## config.mk

```make
export PLATFORM = sky130hd
export DESIGN_NAME = l2p_multi_flat
export DESIGN_NICKNAME = d
export VERILOG_FILES = /design/src/rtl/l2p_multi_if.sv /design/src/rtl/l2p_multi.sv /design/src/flat_wrapper.sv
export SDC_FILE = /design/constraint.sdc
export NUM_CORES = 1
export LEC_CHECK = 0
export CAP_MARGIN = 5
export CORE_ASPECT_RATIO = 0.6
export CORE_MARGIN = 1.5
export CORE_UTILIZATION = 38
export DETAILED_ROUTE_END_ITERATION = 16
export PLACE_DENSITY = 0.73
export SYNTH_ARGS = -nofsm -noshare
export SYNTH_HDL_FRONTEND = slang
export SYNTH_SLANG_ARGS = --single-unit
```

## constraint.sdc

```tcl
create_clock -name clk -period 1.6 [get_ports clk]
set_input_delay 0.16 -clock clk [delete_from_list [all_inputs] [get_ports clk]]
set_output_delay 0.16 -clock clk [all_outputs]
set_load 0.01 [all_outputs]
```

## src/rtl/l2p_multi_if.sv

```systemverilog
// Bundle of per-channel level inputs, controls and pulse outputs for l2p_multi.
// The master side drives levels/mode/clear; the slave side (the converter) drives results.
interface l2p_multi_if #(
  parameter int CH = 4
);
  logic [CH-1:0]   d;
  logic [2*CH-1:0] mode;
  logic [CH-1:0]   ovr_clr;
  logic [CH-1:0]   pulse;
  logic [CH-1:0]   level;
  logic [CH-1:0]   ovr;
  logic            any_pulse;

  modport master (
    output d, mode, ovr_clr,
    input  pulse, level, ovr, any_pulse
  );

  modport slave (
    input  d, mode, ovr_clr,
    output pulse, level, ovr, any_pulse
  );
endinterface

```

## src/rtl/l2p_multi.sv

```systemverilog
// Multi-channel level-to-pulse converter.
// Each channel: optional synchroniser chain -> edge history -> edge select ->
// stretch counter producing a registered pulse, plus a sticky overrun flag that
// records an edge arriving while the channel's pulse is already high.
module l2p_multi #(
  parameter int CH          = 4,
  parameter int SYNC_STAGES = 2,
  parameter int STRETCH     = 1
) (
  input  logic         clk,
  input  logic         reset_n,
  l2p_multi_if.slave   bus
);

  localparam int RW = $clog2(STRETCH + 1);
  localparam logic [RW-1:0] RELOAD  = RW'(STRETCH - 1);
  localparam logic [RW-1:0] REM_ONE = RW'(1);
  localparam logic [RW-1:0] REM_ZERO = RW'(0);

  logic [CH-1:0] lvl_s;
  logic [CH-1:0] prev_q;
  logic [CH-1:0] rise_s;
  logic [CH-1:0] fall_s;
  logic [CH-1:0] ev_s;
  logic [CH-1:0] pulse_q;
  logic [CH-1:0] pulse_d;
  logic [CH-1:0] ovr_q;
  logic [CH-1:0] ovr_d;
  logic [RW-1:0] rem_q [CH];
  logic [RW-1:0] rem_d [CH];
  logic          any_q;

  generate
    if (SYNC_STAGES == 0) begin : g_nosync
      // Inputs are already in the clk domain: use them directly.
      assign lvl_s = bus.d;
    end else begin : g_sync
      logic [CH-1:0] sync_q [SYNC_STAGES];

      // Synchroniser shift chain, all channels in parallel.
      always_ff @(posedge clk or negedge reset_n) begin
        if (!reset_n) begin
          for (int k = 0; k < SYNC_STAGES; k++) begin
            sync_q[k] <= '0;
          end
        end else begin
          sync_q[0] <= bus.d;
          for (int k = 1; k < SYNC_STAGES; k++) begin
            sync_q[k] <= sync_q[k-1];
          end
        end
      end

      assign lvl_s = sync_q[SYNC_STAGES-1];
    end
  endgenerate

  // Edge detection, edge selection and next-state for pulse, counter and overrun.
  always_comb begin
    rise_s  = lvl_s & ~prev_q;
    fall_s  = ~lvl_s & prev_q;
    ev_s    = '0;
    pulse_d = '0;
    ovr_d   = '0;
    for (int i = 0; i < CH; i++) begin
      rem_d[i] = rem_q[i];
      case (bus.mode[2*i +: 2])
        2'b00:   ev_s[i] = rise_s[i];
        2'b01:   ev_s[i] = fall_s[i];
        2'b10:   ev_s[i] = rise_s[i] | fall_s[i];
        default: ev_s[i] = 1'b0;
      endcase

      if (ev_s[i]) begin
        pulse_d[i] = 1'b1;
        rem_d[i]   = RELOAD;
      end else if (rem_q[i] != REM_ZERO) begin
        pulse_d[i] = 1'b1;
        rem_d[i]   = rem_q[i] - REM_ONE;
      end else begin
        pulse_d[i] = 1'b0;
        rem_d[i]   = rem_q[i];
      end

      // An edge landing on a live pulse is an overrun; setting beats clearing.
      if (ev_s[i] && pulse_q[i]) begin
        ovr_d[i] = 1'b1;
      end else if (bus.ovr_clr[i]) begin
        ovr_d[i] = 1'b0;
      end else begin
        ovr_d[i] = ovr_q[i];
      end
    end
  end

  // State registers: edge history tracks the level in every mode so enabling never fakes an edge.
  always_ff @(posedge clk or negedge reset_n) begin
    if (!reset_n) begin
      prev_q  <= '0;
      pulse_q <= '0;
      ovr_q   <= '0;
      any_q   <= 1'b0;
      for (int i = 0; i < CH; i++) begin
        rem_q[i] <= '0;
      end
    end else begin
      prev_q  <= lvl_s;
      pulse_q <= pulse_d;
      ovr_q   <= ovr_d;
      any_q   <= |pulse_d;
      for (int i = 0; i < CH; i++) begin
        rem_q[i] <= rem_d[i];
      end
    end
  end

  assign bus.pulse     = pulse_q;
  assign bus.level     = lvl_s;
  assign bus.ovr       = ovr_q;
  assign bus.any_pulse = any_q;

endmodule

```

## src/flat_wrapper.sv

```systemverilog
// flat-port wrapper written by rule: the top's interface ports become plain ports
module l2p_multi_flat 
#(
  parameter int CH          = 4,
  parameter int SYNC_STAGES = 2,
  parameter int STRETCH     = 1
)
  (clk, reset_n, bus_d, bus_mode, bus_ovr_clr, bus_pulse, bus_level, bus_ovr, bus_any_pulse);
  l2p_multi_if #(.CH(CH)) bus_i ();
  input  logic clk;
  input  logic reset_n;
  input wire logic [$bits(bus_i.d)-1:0] bus_d;
  input wire logic [$bits(bus_i.mode)-1:0] bus_mode;
  input wire logic [$bits(bus_i.ovr_clr)-1:0] bus_ovr_clr;
  output wire logic [$bits(bus_i.pulse)-1:0] bus_pulse;
  output wire logic [$bits(bus_i.level)-1:0] bus_level;
  output wire logic [$bits(bus_i.ovr)-1:0] bus_ovr;
  output wire logic [$bits(bus_i.any_pulse)-1:0] bus_any_pulse;
  assign bus_i.d = bus_d;
  assign bus_i.mode = bus_mode;
  assign bus_i.ovr_clr = bus_ovr_clr;
  assign bus_pulse = bus_i.pulse;
  assign bus_level = bus_i.level;
  assign bus_ovr = bus_i.ovr;
  assign bus_any_pulse = bus_i.any_pulse;
  l2p_multi #(.CH(CH), .SYNC_STAGES(SYNC_STAGES), .STRETCH(STRETCH)) u_core (.clk(clk), .reset_n(reset_n), .bus(bus_i));
endmodule
```

# ---- After elaboration in Yosys (flattened, before gate mapping)
# Cells that the tools add are included.
dict set report op_classes {
  mux 28
  reduce_logical 13
  bitwise_logic 8
  n_eq_ne 8
  add_sub_neg 4
}
# op count
set ops {}
lappend ops {{1-bit two-way mux} 24}
lappend ops {{1-bit case mux with 3 select lines} 4}
lappend ops {{4-bit AND} 2}
lappend ops {{2-bit by 1-bit equality test with 1-bit output (second input constant)} 4}
lappend ops {{2-bit equality test (second input constant)} 4}
lappend ops {{2-bit zero test} 4}
lappend ops {{4-bit NOT} 2}
lappend ops {{2-bit nonzero test} 4}
lappend ops {{1-bit logical AND} 4}
lappend ops {{1-bit OR} 4}
lappend ops {{4-bit OR reduction} 1}
lappend ops {{1-bit subtractor (second input constant)} 4}
dict set report word_totals {
  elab_cells 74
  output_inout_bits 13
  regBits 25
  in_bits 18
}

# ---- Logic depth before layout (Yosys ltp)
# Gate-level depths: netlist of the first run.
dict set report depth {
  depth_word 6
  mapped_depth 6
  depth_no_buf 6
}

# ---- Worst setup path after synthesis of the first run
# OpenSTA, ideal clock, no wires.
dict set report synth_timing {
  kind {register -> register}
  startpoint {reg u_core.g_sync.sync_q, in the netlist u_core.bus.level[1]}
  endpoint {reg u_core.any_q, in the netlist u_core.bus.any_pulse}
  setup_ns 0.139
  n_path_buf 0
  slack_ns 0.065
  stages_incl_launch_ff 7
  arrival_ns 1.396
  required_ns 1.461
  path_cell_list {dfrtp_1 inv_1 ha_1 inv_1 mux2i_1 o21ai_0 or4_1}
}
dict set report synth_between {
  elab_chain_cells 6
}
# element line
set synth_rtl {}
lappend synth_rtl {{from (decl)} l2p_multi.sv:38} ;# logic [CH-1:0] sync_q [SYNC_STAGES];
lappend synth_rtl {{from (signal, indexed assignment)} l2p_multi.sv:49} ;# sync_q[k] <= sync_q[k-1];
lappend synth_rtl {{4-bit NOT} l2p_multi.sv:61} ;# fall_s = ~lvl_s & prev_q;
lappend synth_rtl {{4-bit AND} l2p_multi.sv:61}
lappend synth_rtl {{1-bit OR} l2p_multi.sv:70} ;# 2'b10: ev_s[i] = rise_s[i] | fall_s[i];
lappend synth_rtl {{1-bit case mux with 3 select lines *} l2p_multi.sv:67} ;# case (bus.mode[2*i +: 2])
lappend synth_rtl {{named net u_core.ev_s[1]} l2p_multi.sv:24} ;# logic [CH-1:0] ev_s;
lappend synth_rtl {{1-bit two-way mux *} l2p_multi.sv:74} ;# if (ev_s[i]) begin
lappend synth_rtl {{4-bit OR reduction *} l2p_multi.sv:110} ;# any_q <= |pulse_d;
lappend synth_rtl {{to (signal assigned)} l2p_multi.sv:110}
lappend synth_rtl {{to (decl)} l2p_multi.sv:31} ;# logic any_q;
# The timed path passes the listed nets; every way through them passes the cells marked *.
# A chain may end at the register's enable or synchronous reset.

# ---- Worst setup path in the final report of the first run
dict set report layout_timing {
  startpoint {reg u_core.g_sync.sync_q, in the netlist u_core.bus.level[2]}
  endpoint {reg u_core.any_q, in the netlist u_core.bus.any_pulse}
}
# The elaborated chain is that of the path after synthesis.

==> metrics.txt, run 1 <==
status=finished clean; routability cong.=0.673; Internal=0.871 mW; Mean Syn Cell Area=12.8 µm²; crit path max-delay cell type=or4_1; Slew Limit Headroom=0.825; first-pass iteration count of the detailed router=2; Die W=63.9 µm; leakage power=0.632 nW; hold buffers post-CTS=0; die area=2530 µm²; CP bufs+invs=1; fin cells=134; nets=133; Syn-to-layout area delta=51.3%; YS warnings=0; pwr/cell area=871 nW/µm²; initial core utilization=0.430; unrepaired setup endpoints after global routing=true; CTS buffer count=3; fin crit period=1.59 ns; Routed Antenna Nets=0; Clk pwr share=0.295; Area contributors post-synth=dfrtp_1, ha_1, inv_1; Seq cells post-synth=21; combinational share of power=0.179; number of global-route vias before repair=578; DRT iter0 DRCs=16; crit path max fanout=4; Seq/Total Area, Yosys=0.621; largest net degree at the start of global routing=22; Vias/cell=4.38; Synth Instances=66; Distinct cells, synth=13; Post-Syn Area=846 µm²; net switching power of the design=0.244 mW; VDD IR max=505 µV; root buf cell=clkbuf_8; Synth area leader=dfrtp_1; layout cells sized above 1=0.160; Final Skew=0.00456 ns; Mapped Nets=92; H-tree depth=1; maxcap violations=0; Clock transition at path regs=0.07 ns; endpoints failing hold=0; Top Ports=31; DP HPWL=1200 µm; slew at the pin closest to its max-slew limit=0.262 ns; Synth top area share=0.621; first-pass GRT wire length=2580 µm; initial antenna violation count=0; CP peak stage delay=0.54 ns; critical path cell sequence=inv_2 -> ha_2 -> mux2i_1 -> o22ai_2 -> or4_1; Core Area=1970 µm²; Tightest Hold Check Type=in2async; switching share of power=0.219; Remaining Overflow, GRT=0; GRT Overall Usage=0.144; CTS tree=done; DP Cell Count=125; wire per inst=11.5 µm; clock sinks=21; Core Util, Final=0.651; critical path required time=1.72 ns; # DRC=0; CTS Buffer Depth=2; WP data arrival=1.71 ns; height of the die=39.5 µm; critical path type=reg2reg; Final setup viols=0; maximum clock rate=630 MHz; CP Launch Type=flop; Total Wirelength=1540 µm; share of total power in sequential cells=0.527; Slew Limit Fails=0; antenna fix cells=0; leading cell types in the layout, fill and taps excluded=clkdlybuf4s50_1, dfrtp_1, inv_1, buf_4, ha_1; period utilization=0.992; commonest non-fill, non-tap cell in the layout=clkdlybuf4s50_1; crit end category=flop; port buffer count=30; clk_lat worst skew=0.25 ns; Rows=12; CP delay by family, top=simple AND/OR/NAND/NOR gates; DR vias=587
## flip-flops by register name, indices dropped and copies added, names as in the netlist
name,flops
u_core.g_sync.sync_q,4
u_core.bus.any_pulse,1
u_core.bus.level,4
u_core.bus.pulse,4
u_core.prev_q,4
u_core.bus.ovr,4
## metal layers
metal / track usage / up-vias / part of all wire
li1: - / 285 / -
met1: 0.151 / 284 / 0.42
met2: 0.276 / 18 / 0.52
met3: 0.0603 / 0 / 0.060
met4: 0.0326 / 0 / 0
met5: 0 / - / 0
## final cells by class
type                            instances  area (µm²)
Multi-Input combinational cell         26         243
Fill cell                             160         687
Timing Repair Buffer                   40         375
Sequential cell                        21         526
Clock buffer                            4        45.0
Inverter                               15        56.3
Tap cell                               28        35.0
## synthesized netlist by cell type (all sizes together)
cell and number:
a22o 3, or4 1, nand2b 1, dfrtp 21, buf 4, o22ai 1
nand2 1, inv 15, mux2i 4, ha 8, o21ai 4, nand3b 3
## power by group through the flow
stage,clock network [mW],registers [mW],logic [mW]
global placement,0,0.595,0.181
finish,0.329,0.587,0.199
CTS,0.347,0.587,0.191
global route,0.361,0.591,0.219
detailed placement,0,0.598,0.186
floorplan,0,0.604,0.0524
## through the flow
| step | power (mW) | hold slack, ns | setup TNS, ns | area (µm²) | worst slack (ns) |
|---|---|---|---|---|---|
| 6_report | 1.11 | 0.254 | 0 | 1280 | 0.0134 |
| 5_1_grt | 1.17 | 0.276 | -0.0430 | 1280 | -0.0430 |
| 4_1_cts | 1.13 | 0.257 | 0 | 1250 | 0.00935 |
| 3_5_place_dp | 0.783 | 0.336 | -0.0535 | 1190 | -0.0535 |
| 3_3_place_gp | 0.776 | 0.332 | 0 | 1190 | 0.0113 |
| 2_1_floorplan | 0.657 | -0.136 | 0 | 846 | 0.0654 |
## logic make-up after synthesis
group / after synthesis / share of synthesized area
AOI/OAI and AO/OA: 8 / 0.0636
adders and majority gates: 8 / 0.118
buffers and inverters: 19 / 0.102
DFF: 21 / 0.621
muxes: 4 / 0.0473
and+or+nand+nor: 6 / 0.0473
## path summary, 6_finish.rpt
path                            slack, ns  cells past startpoint                 endpoint                    start
worst max-delay path                 0.01                      5     u_core.bus.any_pulse      u_core.bus.level[2]
worst min-delay path                 0.25                      2      u_core.bus.pulse[1]                  reset_n
worst max register to register       0.01                      5     u_core.bus.any_pulse      u_core.bus.level[2]
worst min register to register       0.35                      0      u_core.bus.level[1]  u_core.g_sync.sync_q[5]
max in group asynchronous            1.13                      2         u_core.prev_q[1]                  reset_n
min in group clk                     0.34                      1  u_core.g_sync.sync_q[6]                 bus_d[2]
## what timing repair did
item                                    CTS  global route
endpoints found under the setup margin    1             1
gates resized for setup                   1             5
pin swaps                                 2             1
buffers inserted                          2             3
(Power assumes the default switching activity.)
==> inputs of run 2 (changes only) <==
--- a/config.mk
+++ b/config.mk
@@ -6,11 +6,11 @@
 export NUM_CORES = 1
 export LEC_CHECK = 0
 export CAP_MARGIN = 5
-export CORE_ASPECT_RATIO = 0.6
 export CORE_MARGIN = 1.5
-export CORE_UTILIZATION = 38
+export CORE_UTILIZATION = 40
+export CTS_BUF_LIST = sky130_fd_sc_hd__clkbuf_8
 export DETAILED_ROUTE_END_ITERATION = 16
-export PLACE_DENSITY = 0.73
+export PLACE_DENSITY = 0.76
 export SYNTH_ARGS = -nofsm -noshare
 export SYNTH_HDL_FRONTEND = slang
 export SYNTH_SLANG_ARGS = --single-unit
==> run 2 against run 1 <==
Sequential share of layout area up 0.24 points; maximum frequency is 1.7% higher; die area is 5.0% lower; power is 0.71% lower; clock power decreased by 3%; count of clock-buffer cells in the layout down 1; final cell count shrank 1.5%; sequential cell count did not move; via count rose by 1.7%; worst setup slack improved by 0.027 ns; critical endpoint unchanged.
==> metrics.txt, run 2 (synthesis gave the netlist of run 1 again) <==
status=finished clean; Die W=49.0 µm (-23%); DP HPWL=1130 µm (-5.7%); met3 Use GR=0.0307 (-0.0297); first-pass iteration count of the detailed router=4 (+2); leading cell types in the layout, fill and taps excluded=clkdlybuf4s50_1, dfrtp_1, inv_1, buf_4, ha_1; FF-to-FF setup slack=0.04 ns (+0.03 ns); # DRC=0 (unchanged); GRT Overall Usage=0.142 (-0.00123); Syn-to-layout area delta=50.4%; maxcap violations=0 (unchanged); Routed Antenna Nets=0 (unchanged); unrepaired setup endpoints after global routing=true; antenna fix cells=0 (unchanged); critical path type=reg2reg; Internal=0.864 mW (-0.72%); Core Area=1980 µm² (+0.76%); combinational share of power=0.182 (+0.003); WP data arrival=1.69 ns (-0.02 ns); critical path required time=1.73 ns (about the same); switching share of power=0.219 (about the same); period utilization=0.975 (-0.0167); CP delay by family, top=simple AND/OR/NAND/NOR gates; Top Ports=31 (unchanged); Slew Limit Headroom=0.834 (+0.00868); CTS Buffer Depth=2 (unchanged); VDD IR max=537 µV (+6.2%); Pwr Total=1.11 mW (-0.71%); H-tree depth=1 (unchanged); Worst Hold Slack=0.253 ns (-0.000863 ns); crit path max-delay cell type=or4_1; Rows=16 (+4); placed inst area=1190 µm² (-0.11%); Design Area, Final=1270 µm² (-0.59%); fin cells=132 (-1.5%); worst reg2reg path depth=5 (unchanged); CTS tree=done; Remaining Overflow, GRT=0 (unchanged); clk_lat worst skew=0.25 ns (about the same); first-pass GRT wire length=2550 µm (-1.0%); leakage power=0.636 nW (+0.67%); crit path max fanout=3 (-1); net switching power of the design=0.242 mW (-0.69%); CP peak stage delay=0.50 ns (-0.04 ns); fin crit period=1.56 ns (-0.0268 ns); nets=132 (-0.75%); CP bufs+invs=1 (unchanged); r2r startpoint=u_core.bus.level[0]; initial core utilization=0.427 (-0.00326); Tightest Hold Check Type=in2async; DRT iter0 DRCs=7 (-9); CTS buffer count=3 (unchanged); die area=2400 µm² (-5.0%); largest net degree at the start of global routing=22 (unchanged); Total Wirelength=1500 µm (-2.3%); pwr/cell area=870 nW/µm² (-0.12%); initial antenna violation count=0 (unchanged); Clock transition at path regs=0.07 ns (about the same); layout cells sized above 1=0.133 (-0.0270); slew at the pin closest to its max-slew limit=0.247 ns (-0.0156 ns); Final Skew=0.00128 ns (-0.00328 ns); GR Layer Usage met1=0.162 (+0.0105); wire per inst=11.4 µm (-0.87%); endpoints failing hold=0 (unchanged); worst r2r dst=u_core.bus.any_pulse; Clk pwr share=0.289 (-0.006); Vias/cell=4.52 (+3.2%); commonest non-fill, non-tap cell in the layout=clkdlybuf4s50_1; routability cong.=0.648 (-3.7%); root buf cell=clkbuf_8; height of the die=49.0 µm (+24%); crit end category=flop; port buffer count=30 (unchanged); share of total power in sequential cells=0.529 (+0.002); busiest grt layer=met2; clock sinks=21 (unchanged); Core Util, Final=0.642 (-0.00872); DP Cell Count=124 (-0.80%); DR vias=597 (+1.7%); Slew Limit Fails=0 (unchanged); Final setup viols=0 (unchanged); number of global-route vias before repair=622 (+7.6%); Global Route met2 Usage=0.244 (-0.0317); CP Launch Type=flop; maximum clock rate=641 MHz (+1.7%); critical path cell sequence=buf_4 -> ha_1 -> mux2i_1 -> o21ai_1 -> or4_1
run 2: layer usage:
metal	wire length [µm]	part of all wire
met1	602	0.40
met2	795	0.53
met3	73	0.049
met4	27	0.018
met5	0	0
run 2: how the worst max path moves through the flow:
stage | start | endpoint | slack (ns) | cells past startpoint
after floorplan | u_core.bus.level[1] | u_core.bus.any_pulse | 0.07 | 6
after global placement | u_core.bus.level[1] | u_core.bus.any_pulse | 0.03 | 6
after detailed placement | u_core.bus.level[1] | u_core.bus.any_pulse | -0.06 | 6
after CTS | u_core.bus.level[1] | u_core.bus.any_pulse | 0.009 | 5
after global routing | u_core.bus.level[0] | u_core.bus.any_pulse | -0.06 | 6
final | u_core.bus.level[0] | u_core.bus.any_pulse | 0.04 | 5
run 2: final cells by class:
cell class	instances	area, µm²
well taps	27	33.8
clock inverters	1	3.75
repair buffers	39	368
fillers	160	709
clock buffers	3	41.3
inverters	15	56.3
multi-input cells	26	244
flip-flops and latches	21	526
run 2: power groups by stage:
stage | Sequential [mW] | Combinational [mW] | Clock, mW
after floorplan | 0.604 | 0.0524 | 0
after global placement | 0.594 | 0.182 | 0
after detailed placement | 0.596 | 0.189 | 0
after CTS | 0.584 | 0.197 | 0.335
after global routing | 0.591 | 0.220 | 0.356
final | 0.586 | 0.201 | 0.320
run 2: repair_timing:
action,4_1_cts,5_1_grt
pin swaps,0,4
resized for setup,1,3
hold buffers,0,0
setup buffers,3,1
endpoints found under the setup margin,1,1
run 2: worst reg2reg max path: cells and delay by family (launching register included):
| family | cells | cell delay, ns |
|---|---|---|
| AOI/OAI and AO/OA | 1 | 0.11 |
| muxes | 1 | 0.13 |
| adders and majority gates | 1 | 0.18 |
| DFF | 1 | 0.38 |
| buffers and inverters | 1 | 0.14 |
| and+or+nand+nor | 1 | 0.50 |
run 2: through the flow:
stage	setup TNS (ns)	setup slack, ns
global placement	0	0.0255
global route	-0.0935	-0.0568
finish	0	0.0401
CTS	0	0.00899
floorplan	0	0.0654
detailed placement	-0.0627	-0.0627
==> inputs of run 3 (changes only) <==
--- a/config.mk
+++ b/config.mk
@@ -10,7 +10,8 @@
 export CORE_UTILIZATION = 40
 export CTS_BUF_LIST = sky130_fd_sc_hd__clkbuf_8
 export DETAILED_ROUTE_END_ITERATION = 16
-export PLACE_DENSITY = 0.76
+export PLACE_DENSITY = 0.87
+export SLEW_MARGIN = 30
 export SYNTH_ARGS = -nofsm -noshare
 export SYNTH_HDL_FRONTEND = slang
 export SYNTH_SLANG_ARGS = --single-unit
==> run 3 against run 2 <==
Worst setup slack lost 0.049 ns; cell area shrank 0.88%; clock power is essentially flat; power shrank 0.59%; global-route usage shrank 0.94 points; first-iteration DRC count shrank 71%; the flow now finishes with violations (setup timing); count of clock-buffer cells in the layout is the same; sequential share of layout area grew 0.37 points; utilization shrank 0.57 points; non-clock buffer count shrank 2; worst hold slack lost 0.014 ns.
==> metrics.txt, run 3 (synthesis gave the netlist of run 1 again) <==
Clk pwr share=0.292 (+0.003); H-tree depth=1 (unchanged); endpoints failing hold=0 (unchanged); switching share of power=0.217 (-0.00244); Design Area, Final=1260 µm² (-0.88%); Vias/cell=4.42 (-2.4%); CTS Buffer Depth=2 (unchanged); CP Launch Type=flop; Top Layer Used=met4; Die W=49.0 µm (unchanged); Clock transition at path regs=0.07 ns (about the same); # DRC=0 (unchanged); number of global-route vias before repair=639 (+2.7%); critical path type=reg2reg; wire per inst=10.3 µm (-9.4%); Final Skew=0.00175 ns (+0.000473 ns); DP Worst Slack=-0.0817 ns (-0.0190 ns); maximum clock rate=622 MHz (-3.0%); clk_lat worst skew=0.25 ns (about the same); clock sinks=21 (unchanged); initial antenna violation count=0 (unchanged); DR vias=574 (-3.9%); Tightest Hold Check Type=in2async; Remaining Overflow, GRT=0 (unchanged); period utilization=1.01 (+0.0304); first-pass iteration count of the detailed router=4 (unchanged); Syn-to-layout area delta=49.1%; Top Ports=31 (unchanged); leakage power=0.619 nW (-2.7%); die area=2400 µm² (unchanged); nets=130 (-1.5%); Core Area=1980 µm² (unchanged); share of total power in sequential cells=0.532 (+0.003); VDD IR max=647 µV (+21%); DP HPWL=1060 µm (-6.3%); Total Wirelength=1340 µm (-11%); status=finished, violations left; Slew Limit Headroom=0.813 (-0.0206); antenna fix cells=0 (unchanged); crit end category=flop; DRT iter0 DRCs=2 (-5); fin cells=130 (-1.5%); leading cell types in the layout, fill and taps excluded=clkdlybuf4s50_1, dfrtp_1, inv_1, ha_1, buf_4; initial core utilization=0.427 (unchanged); placed inst area=1190 µm² (unchanged); CTS buffer count=3 (unchanged); Rows=16 (unchanged); largest net degree at the start of global routing=22 (unchanged); Internal=0.862 mW (-0.28%); final setup margin=-0.00845 ns (-0.0486 ns); WP data arrival=1.73 ns (+0.04 ns); height of the die=49.0 µm (unchanged); fillers=158 (-1.3%); crit path max fanout=3 (unchanged); critical path required time=1.72 ns (about the same); Slew Limit Fails=0 (unchanged); worst reg2reg path depth=5 (unchanged); slew at the pin closest to its max-slew limit=0.277 ns (+0.0306 ns); first-pass GRT wire length=2480 µm (-2.7%); Final setup viols=1 (+1); failing checks=setup timing; pwr/cell area=872 nW/µm² (+0.30%); net switching power of the design=0.238 mW (-1.7%); CTS tree=done; M1 WL=574 µm (-4.7%); GRT Overall Usage=0.133 (-0.00935); commonest non-fill, non-tap cell in the layout=clkdlybuf4s50_1; met3 WL=61 µm (-16%); maxcap violations=0 (unchanged); fin crit period=1.61 ns (+0.0486 ns); layout cells sized above 1=0.146 (+0.0123); Routed Antenna Nets=0 (unchanged); DP Cell Count=124 (unchanged); combinational share of power=0.175 (-0.007); port buffer count=30 (unchanged); root buf cell=clkbuf_8; met2 routed WL=687 µm (-14%); routability cong.=0.663 (+2.3%); unrepaired setup endpoints after global routing=true
[run 3: cell types whose count changed in the layout (fill, tap and decap cells not counted), sizes merged]
| cell | delta |
|---|---|
| buf | -2 |
| clkinv | +1 |
| inv | -1 |
[run 3: power groups by stage]
stage,logic [mW],clock network [mW],registers (mW)
floorplan,0.0524,0,0.604
global placement,0.181,0,0.594
CTS,0.193,0.330,0.585
finish,0.193,0.322,0.585
detailed placement,0.186,0,0.597
global route,0.215,0.357,0.590
[run 3: worst paths after layout]
| kind | slack, ns | from | to |
|---|---|---|---|
| hold reg to reg | 0.35 | u_core.g_sync.sync_q[6] | u_core.bus.level[2] |
| setup reg to reg | -0.008 | u_core.bus.level[1] | u_core.bus.any_pulse |
| max in group asynchronous | 1.16 | reset_n | u_core.bus.pulse[1] |
| setup / recovery | -0.008 | u_core.bus.level[1] | u_core.bus.any_pulse |
| hold / removal | 0.24 | reset_n | u_core.prev_q[0] |
| min in group clk | 0.35 | bus_d[3] | u_core.g_sync.sync_q[7] |
[run 3: what timing repair did]
action                                  in CTS  in global routing
pin swaps                                    0                  1
hold buffers                                 0                  0
buffers inserted                             2                  0
endpoints found under the setup margin       1                  1
gates resized for setup                      1                  3
[run 3: cell type report]
type                    count  area [µm²]  area share
flip-flops and latches     21         526       0.417
inverters                  15        56.3      0.0446
well taps                  27        33.8      0.0268
clock inverters             1        5.00     0.00397
multi-input cells          26         246       0.195
repair buffers             37         353       0.280
clock buffers               3        41.3      0.0327
[run 3: routing by layer]
metal / vias to the layer above / global-route usage
li1: 279 / -
met1: 272 / 0.143
met2: 21 / 0.256
met3: 2 / 0.0184
met4: 0 / 0.0571
met5: - / 0
[run 3: worst max-delay path, stage by stage, from the launching register on]
cell,delay (ns)
dfrtp_1,0.39
buf_4,0.15
ha_1,0.18
mux2i_1,0.15
o21ai_1,0.11
or4_1,0.50
[run 3: through the flow]
step           hold WS, ns  utilization     TNS, ns  power [mW]
2_1_floorplan       -0.136            -           0       0.657
6_report             0.239        0.636    -0.00845        1.10
5_1_grt              0.267        0.636     -0.0757        1.16
3_5_place_dp         0.339        0.599     -0.0817       0.783
4_1_cts              0.246        0.630  -0.0000338        1.11
3_3_place_gp         0.334        0.599           0       0.775
==> variant: new RTL, config.mk and constraints of run 3 <==
`CH` is set to 4 in 3 places; all go to 8.
--- a/src/rtl/l2p_multi_if.sv
+++ b/src/rtl/l2p_multi_if.sv
@@ -1,7 +1,7 @@
 // Bundle of per-channel level inputs, controls and pulse outputs for l2p_multi.
 // The master side drives levels/mode/clear; the slave side (the converter) drives results.
 interface l2p_multi_if #(
-  parameter int CH = 4
+  parameter int CH = 8
 );
   logic [CH-1:0]   d;
   logic [2*CH-1:0] mode;
--- a/src/rtl/l2p_multi.sv
+++ b/src/rtl/l2p_multi.sv
@@ -3,7 +3,7 @@
 // stretch counter producing a registered pulse, plus a sticky overrun flag that
 // records an edge arriving while the channel's pulse is already high.
 module l2p_multi #(
-  parameter int CH          = 4,
+  parameter int CH          = 8,
   parameter int SYNC_STAGES = 2,
   parameter int STRETCH     = 1
 ) (
--- a/src/flat_wrapper.sv
+++ b/src/flat_wrapper.sv
@@ -1,7 +1,7 @@
 // flat-port wrapper written by rule: the top's interface ports become plain ports
 module l2p_multi_flat 
 #(
-  parameter int CH          = 4,
+  parameter int CH          = 8,
   parameter int SYNC_STAGES = 2,
   parameter int STRETCH     = 1
 )
Interface: changed (6 resized); port bits go from 31 to 59. No check against the original RTL was run, so the function may have changed too.
==> variant against run 3 <==
- routed wire length rose by 120%
- setup slack improved by 130 ps
- sequential cell count rose by 20
- fmax rose by 8.5%
- utilization fell by 4.2 points
- cell area rose by 90%
- via count rose by 96%
- total power rose by 94%
- area after synthesis rose by 99%
==> variant: results (changes against run 3) <==
Setup Skew=2.65 ps (+0.901 ps); ranking of synthesized cells by area=dfrtp_1 (61%), ha_1 (12%), inv_1 (6.9%); Vias=1123 (+96%); ratio of cells with drive above 1 in the final layout=7.39% (-7.2 points); post-CTS setup buffers=0 (-2); DP HPWL=2310 um (+120%); CTS buffer count=5 (+2); initial antenna violation count=0 (unchanged); inverters=31 (+16); Reg area=1030 um^2 (+95%); buffering overhead=26.0% (-2.0 points); Initial DRT Pass Iterations=3 (-1); first-pass GRT wire length=4530 um (+82%); reg2reg setup slack=120 ps (+130 ps); GP Congestion=0.666 (+0.48%); IO Port Bufs=58 (+93%); cell area power density=890 nW/um^2 (+2.1%); status=finished clean; DP Cell Count=244 (+97%); Logic pwr share=16.1% (-1.4 points); Total Routing Usage GR=13.8% (+0.54 points); Repair and plain buffers=64 (+73%); register area share after synthesis=61.0% (-1.2 points); Crit. Startpoint=u_core.bus.level[4]; type of the tightest min-delay check=in2reg; H-tree depth=2 (+1); multi-input logic area=480 um^2 (+95%); NetSw=487 uW (+100%); syn nets=190 (+110%); worst stage delay on the critical path=400 ps (-100 ps); Compound-Gate Fraction of Synth Area=5.20% (-1.2 points); #MultiIn Comb=60 (+130%); largest net degree at the start of global routing=26 (+18%); Crit Path Max Fanout=4 (+1); DIE WIDTH=67.9 um (+39%); Lkg Pwr=0.00115 uW (+87%); Clk pwr share=30.5% (+1.3 points); maximum vdd drop=0.628 mV (-2.9%); Yosys reg bits=41 (+95%); clock network share of area=3.61% (-0.066 points); CP max stage cell=dfrtp_1; fin cells=253 (+95%); most common library cells after synthesis=dfrtp_1 (41), inv_1 (31), ha_1 (16); hold buffer count at CTS=1 (+1); mux contribution to synthesized area=4.76% (+0.025 points); CP arrival=1650 ps (-80 ps); adder-cell area share of the yosys netlist=11.9% (+0.062 points); fillers=354 (+120%); Slew @ Worst Pin=539 ps (+262 ps); Synth Instances=140 (+110%); delay-heaviest family, CP=flip-flops
[variant: cell count changes after synthesis, sizes merged, moves of 2 or more]
cell / before / now
nor4: 0 / 2
ha: 8 / 16
o21ai: 4 / 16
mux2i: 4 / 8
dfrtp: 21 / 41
nand3b: 3 / 7
buf: 4 / 8
nand2: 1 / 10
a22o: 3 / 0
inv: 15 / 31
[variant: through the flow]
stage / hold WS (ps) / setup slack [ps] / utilization, %
2_1_floorplan: -136 / 245 / -
3_3_place_gp: 175 / 99.1 / 56.9
3_5_place_dp: 179 / 79.9 / 56.9
4_1_cts: 309 / 44.7 / 59.3
5_1_grt: 309 / 4.52 / 59.4
6_report: 315 / 118 / 59.4
[variant: layer usage]
| layer | track usage, % | part of all wire [%] |
|---|---|---|
| met1 | 13.9 | 38 |
| met2 | 25.1 | 53 |
| met4 | 7.50 | 1.9 |
| met5 | 0 | 0 |
| met3 | 4.61 | 7.2 |
